**src/rtl/arb_pkg.sv**
```systemverilog
// Shared constants and state encoding for the octal round-robin arbiter.
package arb_pkg;
    localparam int N_REQ      = 8;
    localparam int IDX_W      = 3;
    localparam int HOLD_CNT_W = 8;

    typedef enum logic {
        IDLE = 1'b0,
        BUSY = 1'b1
    } arb_state_t;
endpackage

```
**src/rtl/decoder_octo.sv**
```systemverilog
// Plain 3-to-8 one-hot decoder.
module decoder_octo (
    input  logic [2:0] sel,
    output logic [7:0] y
);
    always_comb begin
        y = 8'b1 << sel;
    end
endmodule

```
**src/rtl/rr_pick.sv**
```systemverilog
// Combinational round-robin search: first set req bit at or after ptr, wrapping 7->0.
module rr_pick
    import arb_pkg::*;
(
    input  logic [N_REQ-1:0] req,
    input  logic [IDX_W-1:0] ptr,
    output logic             found,
    output logic [IDX_W-1:0] idx
);
    logic [2*N_REQ-1:0] dbl;
    logic [N_REQ-1:0]   rot;
    logic [IDX_W-1:0]   off;

    // Rotate so that bit 0 of rot is requester ptr, then take the lowest set bit.
    always_comb begin
        dbl   = {req, req} >> ptr;
        rot   = dbl[N_REQ-1:0];
        found = |rot;
        off   = '0;
        for (int i = N_REQ - 1; i >= 0; i--) begin
            if (rot[i]) off = i[IDX_W-1:0];
        end
        idx = ptr + off;
    end
endmodule

```
**src/rtl/rr_arbiter_octo.sv**
```systemverilog
// Round-robin arbiter for 8 requesters with registered grant and back-to-back handoff.
// Optional forced revocation of long-held grants is built with `define ARB_TIMEOUT_EN.
module rr_arbiter_octo
    import arb_pkg::*;
#(
    parameter int HOLD_LIMIT = 16
) (
    input  logic             clk,
    input  logic             rst,
    input  logic [N_REQ-1:0] req,
    input  logic             done,
    output logic [N_REQ-1:0] grant,
    output logic [IDX_W-1:0] grant_idx,
    output logic             grant_valid,
    output logic             timeout
);
    // Handshake: a requester holds req[i] high until it sees grant[i]; while granted it
    // keeps the resource until it pulses done or drops req[i]; done is ignored unless
    // grant_valid=1, and the next owner is granted on the same edge as the release.
    arb_state_t       state, state_nxt;
    logic [IDX_W-1:0] ptr, ptr_nxt;
    logic [IDX_W-1:0] idx_q, idx_nxt;
    logic [IDX_W-1:0] pick_ptr, pick_idx;
    logic             pick_found;
    logic             release_now;
    logic             revoke;
    logic             timeout_nxt;
    logic [N_REQ-1:0] dec_y;

    // While busy, the search starts just past the owner so it ranks lowest.
    assign pick_ptr = (state == BUSY) ? idx_q + 3'd1 : ptr;

    rr_pick u_pick (
        .req   (req),
        .ptr   (pick_ptr),
        .found (pick_found),
        .idx   (pick_idx)
    );

    assign release_now = done || !req[idx_q];

`ifdef ARB_TIMEOUT_EN
    localparam logic [HOLD_CNT_W-1:0] CNT_LAST = HOLD_CNT_W'(HOLD_LIMIT - 1);

    logic [HOLD_CNT_W-1:0] hold_cnt, hold_cnt_nxt;
    logic [N_REQ-1:0]      others;

    always_comb begin
        others = req & ~(N_REQ'(1) << idx_q);
        revoke = (state == BUSY) && !release_now && (hold_cnt == CNT_LAST) && (|others);
    end

    // Cleared on every new grant, otherwise counts busy cycles and saturates at the limit.
    always_comb begin
        hold_cnt_nxt = hold_cnt;
        if (state == IDLE || release_now || revoke) begin
            hold_cnt_nxt = '0;
        end else if (hold_cnt != CNT_LAST) begin
            hold_cnt_nxt = hold_cnt + 1'b1;
        end
    end

    always_ff @(posedge clk or posedge rst) begin
        if (rst) hold_cnt <= '0;
        else     hold_cnt <= hold_cnt_nxt;
    end
`else
    logic [HOLD_CNT_W-1:0] unused_hold_limit;
    assign unused_hold_limit = HOLD_CNT_W'(HOLD_LIMIT);
    assign revoke            = 1'b0;
`endif

    always_comb begin
        state_nxt   = state;
        ptr_nxt     = ptr;
        idx_nxt     = idx_q;
        timeout_nxt = 1'b0;
        case (state)
            IDLE: begin
                if (pick_found) begin
                    idx_nxt   = pick_idx;
                    state_nxt = BUSY;
                end
            end
            BUSY: begin
                if (release_now || revoke) begin
                    ptr_nxt     = idx_q + 3'd1;
                    timeout_nxt = revoke;
                    if (pick_found) idx_nxt = pick_idx;
                    else            state_nxt = IDLE;
                end
            end
            default: state_nxt = IDLE;
        endcase
    end

    always_ff @(posedge clk or posedge rst) begin
        if (rst) begin
            state   <= IDLE;
            ptr     <= '0;
            idx_q   <= '0;
            timeout <= 1'b0;
        end else begin
            state   <= state_nxt;
            ptr     <= ptr_nxt;
            idx_q   <= idx_nxt;
            timeout <= timeout_nxt;
        end
    end

    decoder_octo u_dec (
        .sel (idx_q),
        .y   (dec_y)
    );

    assign grant_valid = (state == BUSY);
    assign grant_idx   = idx_q;
    assign grant       = grant_valid ? dec_y : '0;
endmodule

```
**config.mk**
```make
export PLATFORM = sky130hd
export DESIGN_NAME = rr_arbiter_octo
export DESIGN_NICKNAME = d
export VERILOG_FILES = /design/src/rtl/arb_pkg.sv /design/src/rtl/decoder_octo.sv /design/src/rtl/rr_pick.sv /design/src/rtl/rr_arbiter_octo.sv
export SDC_FILE = /design/constraint.sdc
export NUM_CORES = 1
export LEC_CHECK = 0
export BUFFER_PORTS_ARGS = -buffer_cell sky130_fd_sc_hd__buf_4
export CAP_MARGIN = 20
export CORE_AREA = 2 2 55 44
export CTS_BUF_LIST = sky130_fd_sc_hd__clkbuf_8
export DETAILED_ROUTE_END_ITERATION = 8
export DIE_AREA = 0 0 57 46
export GPL_TIMING_DRIVEN = 1
export HOLD_SLACK_MARGIN = 0.1
export PLACE_DENSITY = 0.8
export SLEW_MARGIN = 20
export SYNTH_ARGS = -nofsm -noshare
export SYNTH_HDL_FRONTEND = slang
export SYNTH_SLANG_ARGS = --single-unit
```
**constraint.sdc**
```tcl
create_clock -name clk -period 9.9 [get_ports clk]
set_input_delay 1.98 -clock clk [delete_from_list [all_inputs] [get_ports clk]]
set_output_delay 1.98 -clock clk [all_outputs]
set_load 0.01 [all_outputs]
```
; Yosys cells after proc, flatten, opt, wreduce, memory -nomap -nowiden
; Cells that the tools add are included.
[op_classes]
mux = 18
shift = 2
bitwise_logic = 1
addsub = 2
n_eq_ne = 1
n_reduce_logical = 4
n_lt_le_gt_ge = 1
[ops]
columns = cell, n
row1 = 3-bit two-way mux, 11
row2 = 16-bit by 3-bit right shift with 8-bit output, 1
row3 = 8-bit two-way mux, 1
row4 = 8-bit OR reduction, 1
row5 = 1-bit by 3-bit << shifter with 8-bit output (first input constant), 1
row6 = 3-bit case mux with 2 select lines, 1
row7 = 3-bit by 4-bit less-than comparator with 1-bit output (second input constant), 1
row8 = 3-bit by 1-bit adder with 3-bit output (second input constant), 1
row9 = 3-bit adder, 1
row10 = 1-bit binary-select mux with 3-bit select, 1
row11 = 1-bit two-way mux, 3
row12 = 2-bit by 1-bit != test with 1-bit output (second input constant), 1
row13 = 1-bit case mux with 2 select lines, 1
row14 = 2-bit AND reduction, 1
row15 = 1-bit zero test, 1
row16 = 1-bit logical OR, 1
row17 = 1-bit inverter, 1
[word_totals]
out_inout_bits = 13
word_cells = 32
inputBits = 11
regBits = 7

; Depth between registers and ports, before layout
[depth]
ltp_word = 15
ltp_mapped = 14

; Cells and area by module
; From an unflattened synthesis, not the netlist that was laid out.
[unflattened]
cells_unflattened = 127
area_unflattened_um2 = 1214.9
[by_module_without_submodules]
columns = mod, area_per_inst_um2, cells_each, instances
row1 = rr_pick, 651.9, 71, 1
row2 = rr_arbiter_octo, 498.0, 48, 1
row3 = decoder_octo, 65.1, 8, 1

; Worst setup path before layout
; OpenSTA, ideal clock, no wires.
[synth_path]
path_type = input -> register
from = in req[2]
to = reg idx_q[2] (netlist: grant_idx[2])
path_buffers = 1
arrival_time_ps = 4078
setup_time_ps = 132
cell_stages = 11
slack_ps = 5690
cell_sequence = clkbuf_1 -> mux4_2 -> mux2i_1 -> nand2b_1 -> a21bo_2 -> a21oi_1 -> ha_1 -> fa_1 -> xnor2_1 -> nand4bb_1 -> o211ai_2
[synth_via]
elab_chain_cells = 13
elab_cells_between_ends = 19
classes_between = add/sub (1) / eq/ne (1) / shift (1) / mux (13) / reduce/logical (3)
[synth_lines]
columns = element, line_no
row1 = from (decl), rr_arbiter_octo.sv:10  ; input logic [N_REQ-1:0] req,
row2 = 16-bit by 3-bit right shift with 8-bit output, rr_pick.sv:16  ; dbl = {req, req} >> ptr;
row3 = 3-bit two-way mux (8 in series), rr_pick.sv:21  ; if (rot[i]) off = i[IDX_W-1:0];
row4 = 3-bit adder, rr_pick.sv:23  ; idx = ptr + off;
row5 = 3-bit two-way mux, "rr_arbiter_octo.sv:80, rr_arbiter_octo.sv:89"
row6 = 3-bit two-way mux, rr_arbiter_octo.sv:86  ; if (release_now || revoke) begin
row7 = 3-bit case mux with 2 select lines, rr_arbiter_octo.sv:78  ; case (state)
row8 = to (signal assigned), rr_arbiter_octo.sv:106  ; idx_q <= idx_nxt;
row9 = to (decl), rr_arbiter_octo.sv:22  ; logic [IDX_W-1:0] idx_q, idx_nxt;
; Parallel ways exist; a longest one is shown, timed or not. The select of a mux whose other input is x is not followed.
; A chain may end at the register's enable or synchronous reset.

; Worst setup path in the final report
[layout_path]
from = in req[0]
to = reg idx_q[2] (netlist: grant_idx[2])
; The elaborated chain is that of the path after synthesis.

==> impl_metrics.csv <==
group,metric,value,unit
clock_tree,postCtsHoldBufs,0,
timing,maxSlewHeadroom,62.0,%
cells_and_area,multi_input_area,972,sq um
min_path,holdCritStartpoint,"ptr[2]",
clock_tree,numCtsBuffers,3,
timing,tightest_slew,560,ps
grt,grt_pass1_wl,4.60,mm
synthesis,ys_ff_latch,7,
worst_setup_path,critPathTopFamily,"multiplexers",
worst_setup_path,crit_path_start_kind,"input port",
grt,grt_usage,23.3,%
synthesis,synth_area,1200,sq um
worst_setup_path,required,10000,ps
grt,grt_max_degree,20,
worst_setup_path,cp_num_buf_inv,1,
grt,grt_pass1_vias,988,
die,io_pins,24,
route,ant_nets,0,
job,cap_violations,0,
route,drc,0,
synthesis,syn_area_per_cell,10.3,sq um
timing,setup_violations,0,
min_path,hold_depth,2,
worst_setup_path,path_max_fanout,8,
placement,dpl-instance-area,1370,sq um
min_path,hold_path_end,"ptr[2]",
timing,post-route-period-util,41.7,%
timing,fin_crit,4130,ps
timing,tns,0,ps
timing,fin_worst_skew,5.09,ps
placement,gp_congestion,0.887,
route,vias_per_cell,6.72,
worst_setup_path,path_cells,"buf_4 -> mux4_2 -> mux2i_1 -> nand2b_1 -> a21bo_2 -> a21oi_1 -> ha_1 -> fa_1 -> xnor2_1 -> nand4bb_1 -> o211ai_2",
worst_setup_path,cpMaxStageDelayCell,"mux4_2",
cells_and_area,syn_to_final_growth,17.5,%
clock_tree,cts_buffer_depth,2,
die,rows,15,
grt,grt-ovfl-total,0,
grt,antenna_found_initial,0,
die,initial_core_util,56.1,%
timing,hold_viol_final,0,
worst_setup_path,arrival,4230,ps
timing,fmax,242,MHz
cells_and_area,drive_above_1_share,36.2,%
die,coreArea,2140,sq um
worst_setup_path,r2r_slack,6120,ps
cells_and_area,antennaDiodeCount,0,
synthesis,synth_edf_count,0,
clock_tree,clkSinkCount,7,
die,die_w,57,microns
clock_tree,clkTransAtPathRegs,40,ps
placement,dp_hpwl,2.15,mm
clock_tree,post_cts_buffers,0,
synthesis,synth_nets,136,
synthesis,ys.flop_type,"dfrtp_1",
min_path,hp-class,"flop to flop",
clock_tree,cts_resized,0,
die,die_y,46,microns
synthesis,async_flop_share,100,%
cells_and_area,fillers,174,
worst_setup_path,reg2reg_to,"grant_idx[1]",
route,drtPass1Iterations,5,
outcome,status,"complete, no violations",
clock_tree,cts_tree,"yes",
synthesis,syn-instance-count,117,
clock_tree,htreeDepth,1,
clock_tree,root_buffer,"clkbuf_8",
worst_setup_path,crit_type,"input port to flop",
synthesis,synth_area_leaders,"mux4_2 (21%), dfrtp_1 (15%), mux2i_1 (8.3%)",
worst_setup_path,worst_r2r_startpoint,"grant_idx[2]",
placement,numPortBuffers,22,
placement,post-place-ws,5560,ps
clock_tree,insertion_delay,230,ps
synthesis,yosysUniqueCellTypes,45,
route,routed_wl,2.85,mm
route,drtIter0Drc,31,
worst_setup_path,end_kind,"flop",
route,vias,1096,
worst_setup_path,reg2reg_depth,10,
cells_and_area,seq_area,175,sq um
synthesis,synth_warnings,0,
timing,setup_ws,5770,ps
timing,rsz0062_at_grt,"no",
worst_setup_path,worst_path_largest_cell_delay,510,ps
timing,maxSlewViolCount,0,
synthesis,synth_area_leader_cell,"mux4_2",
synthesis,synth_top_area_share,20.6,%
cells_and_area,layout.nets,158,
synthesis,ys_seq_area_share,14.6,%
die,dieArea,2620,sq um
cells_and_area,fin_area,1410,sq um
route,routedWlPerCell,17.5,microns
==> cells by family (layout without fill, tap and decap cells) <==
family	Yosys count	count (layout)	share of synthesized area (%)
DFF	7	7	14.6
xor gates and xnor gates	1	1	0.729
muxes	30	30	39.8
adders and majority gates	8	8	8.96
other	1	1	0.312
buffers and inverters	11	32	4.48
AOI/OAI and AO/OA	20	20	12.4
and+or+nand+nor	39	39	18.8
==> metrics by stage <==
step / instances / hold WS, ps / utilization (%)
floorplan: 117 / 450 / -
global placement: 159 / 472 / 63.9
detailed placement: 159 / 480 / 63.9
CTS: 163 / 489 / 66.0
global route: 163 / 549 / 66.0
finish: 163 / 489 / 66.0
==> state kept, by name, summed over array words and instances (netlist names) <==
| name | cells |
|---|---|
| grant_valid | 1 |
| ptr | 3 |
| grant_idx | 3 |
==> routing by layer <==
layer,track usage [%],share of wire (%),up-vias
li1,-,-,493
met1,30.4,41,538
met2,40.2,50,60
met3,5.40,8.1,5
met4,5.12,1.1,0
met5,0,0,-
==> Yosys cell counts, drive strengths merged (3+ instances only) <==
library cell and number:
ha 7, buf 3, nor2 8, o21ai 7, mux2i 13, and3 8, nand2 6, inv 6
a311oi 4, dfrtp 7, nand2b 3, mux2 6, and2 4, mux4 11
==> final cells by class <==
type / instances / area share (%)
multi-input combinational: 99 / 68.9
clock inverter: 1 / 0.266
inverter: 6 / 1.60
clock buffer: 3 / 2.93
sequential: 7 / 12.4
tap: 25 / 2.22
timing repair buffer: 22 / 11.7
==> worst reg2reg max path, cell delays in order (launching register included) <==
cell and delay [ps]:
dfrtp_1 510, inv_1 190, ha_1 390, mux2i_2 480, mux4_2 590, mux2i_1 220, a21bo_2 250, a21oi_1 140
ha_1 180, fa_1 420, mux2_1 290
==> layout by cell type, fill, tap and decap left out, types with 2 or more instances in the layout <==
master / Yosys / final
o21ai_0: 5 / 5
mux2i_1: 10 / 10
mux4_2: 11 / 11
inv_1: 5 / 6
mux2_1: 2 / 2
buf_4: 1 / 22
nand2_1: 5 / 5
nand2b_1: 2 / 2
nand3_1: 2 / 2
mux2_2: 3 / 3
a311oi_1: 4 / 4
a2111oi_0: 2 / 2
and2_1: 4 / 4
and3_1: 8 / 8
clkbuf_8: 0 / 3
ha_1: 7 / 7
mux2i_4: 2 / 2
nor2b_1: 2 / 2
dfrtp_1: 7 / 7
nor2_1: 8 / 8
==> how the worst max path moves through the flow <==
stage,from,depth (start not counted),slack (ps),to
after floorplan,req[2],11,5690,grant_idx[2]
after global placement,req[2],11,5640,grant_idx[2]
after detailed placement,req[0],11,5560,grant_idx[2]
after CTS,req[0],11,5790,grant_idx[2]
after global routing,req[2],11,5640,grant_idx[2]
final,req[0],11,5770,grant_idx[2]
Power is not shown: default switching activity piles up to over one toggle a cycle in this logic, so the estimate is an artifact.
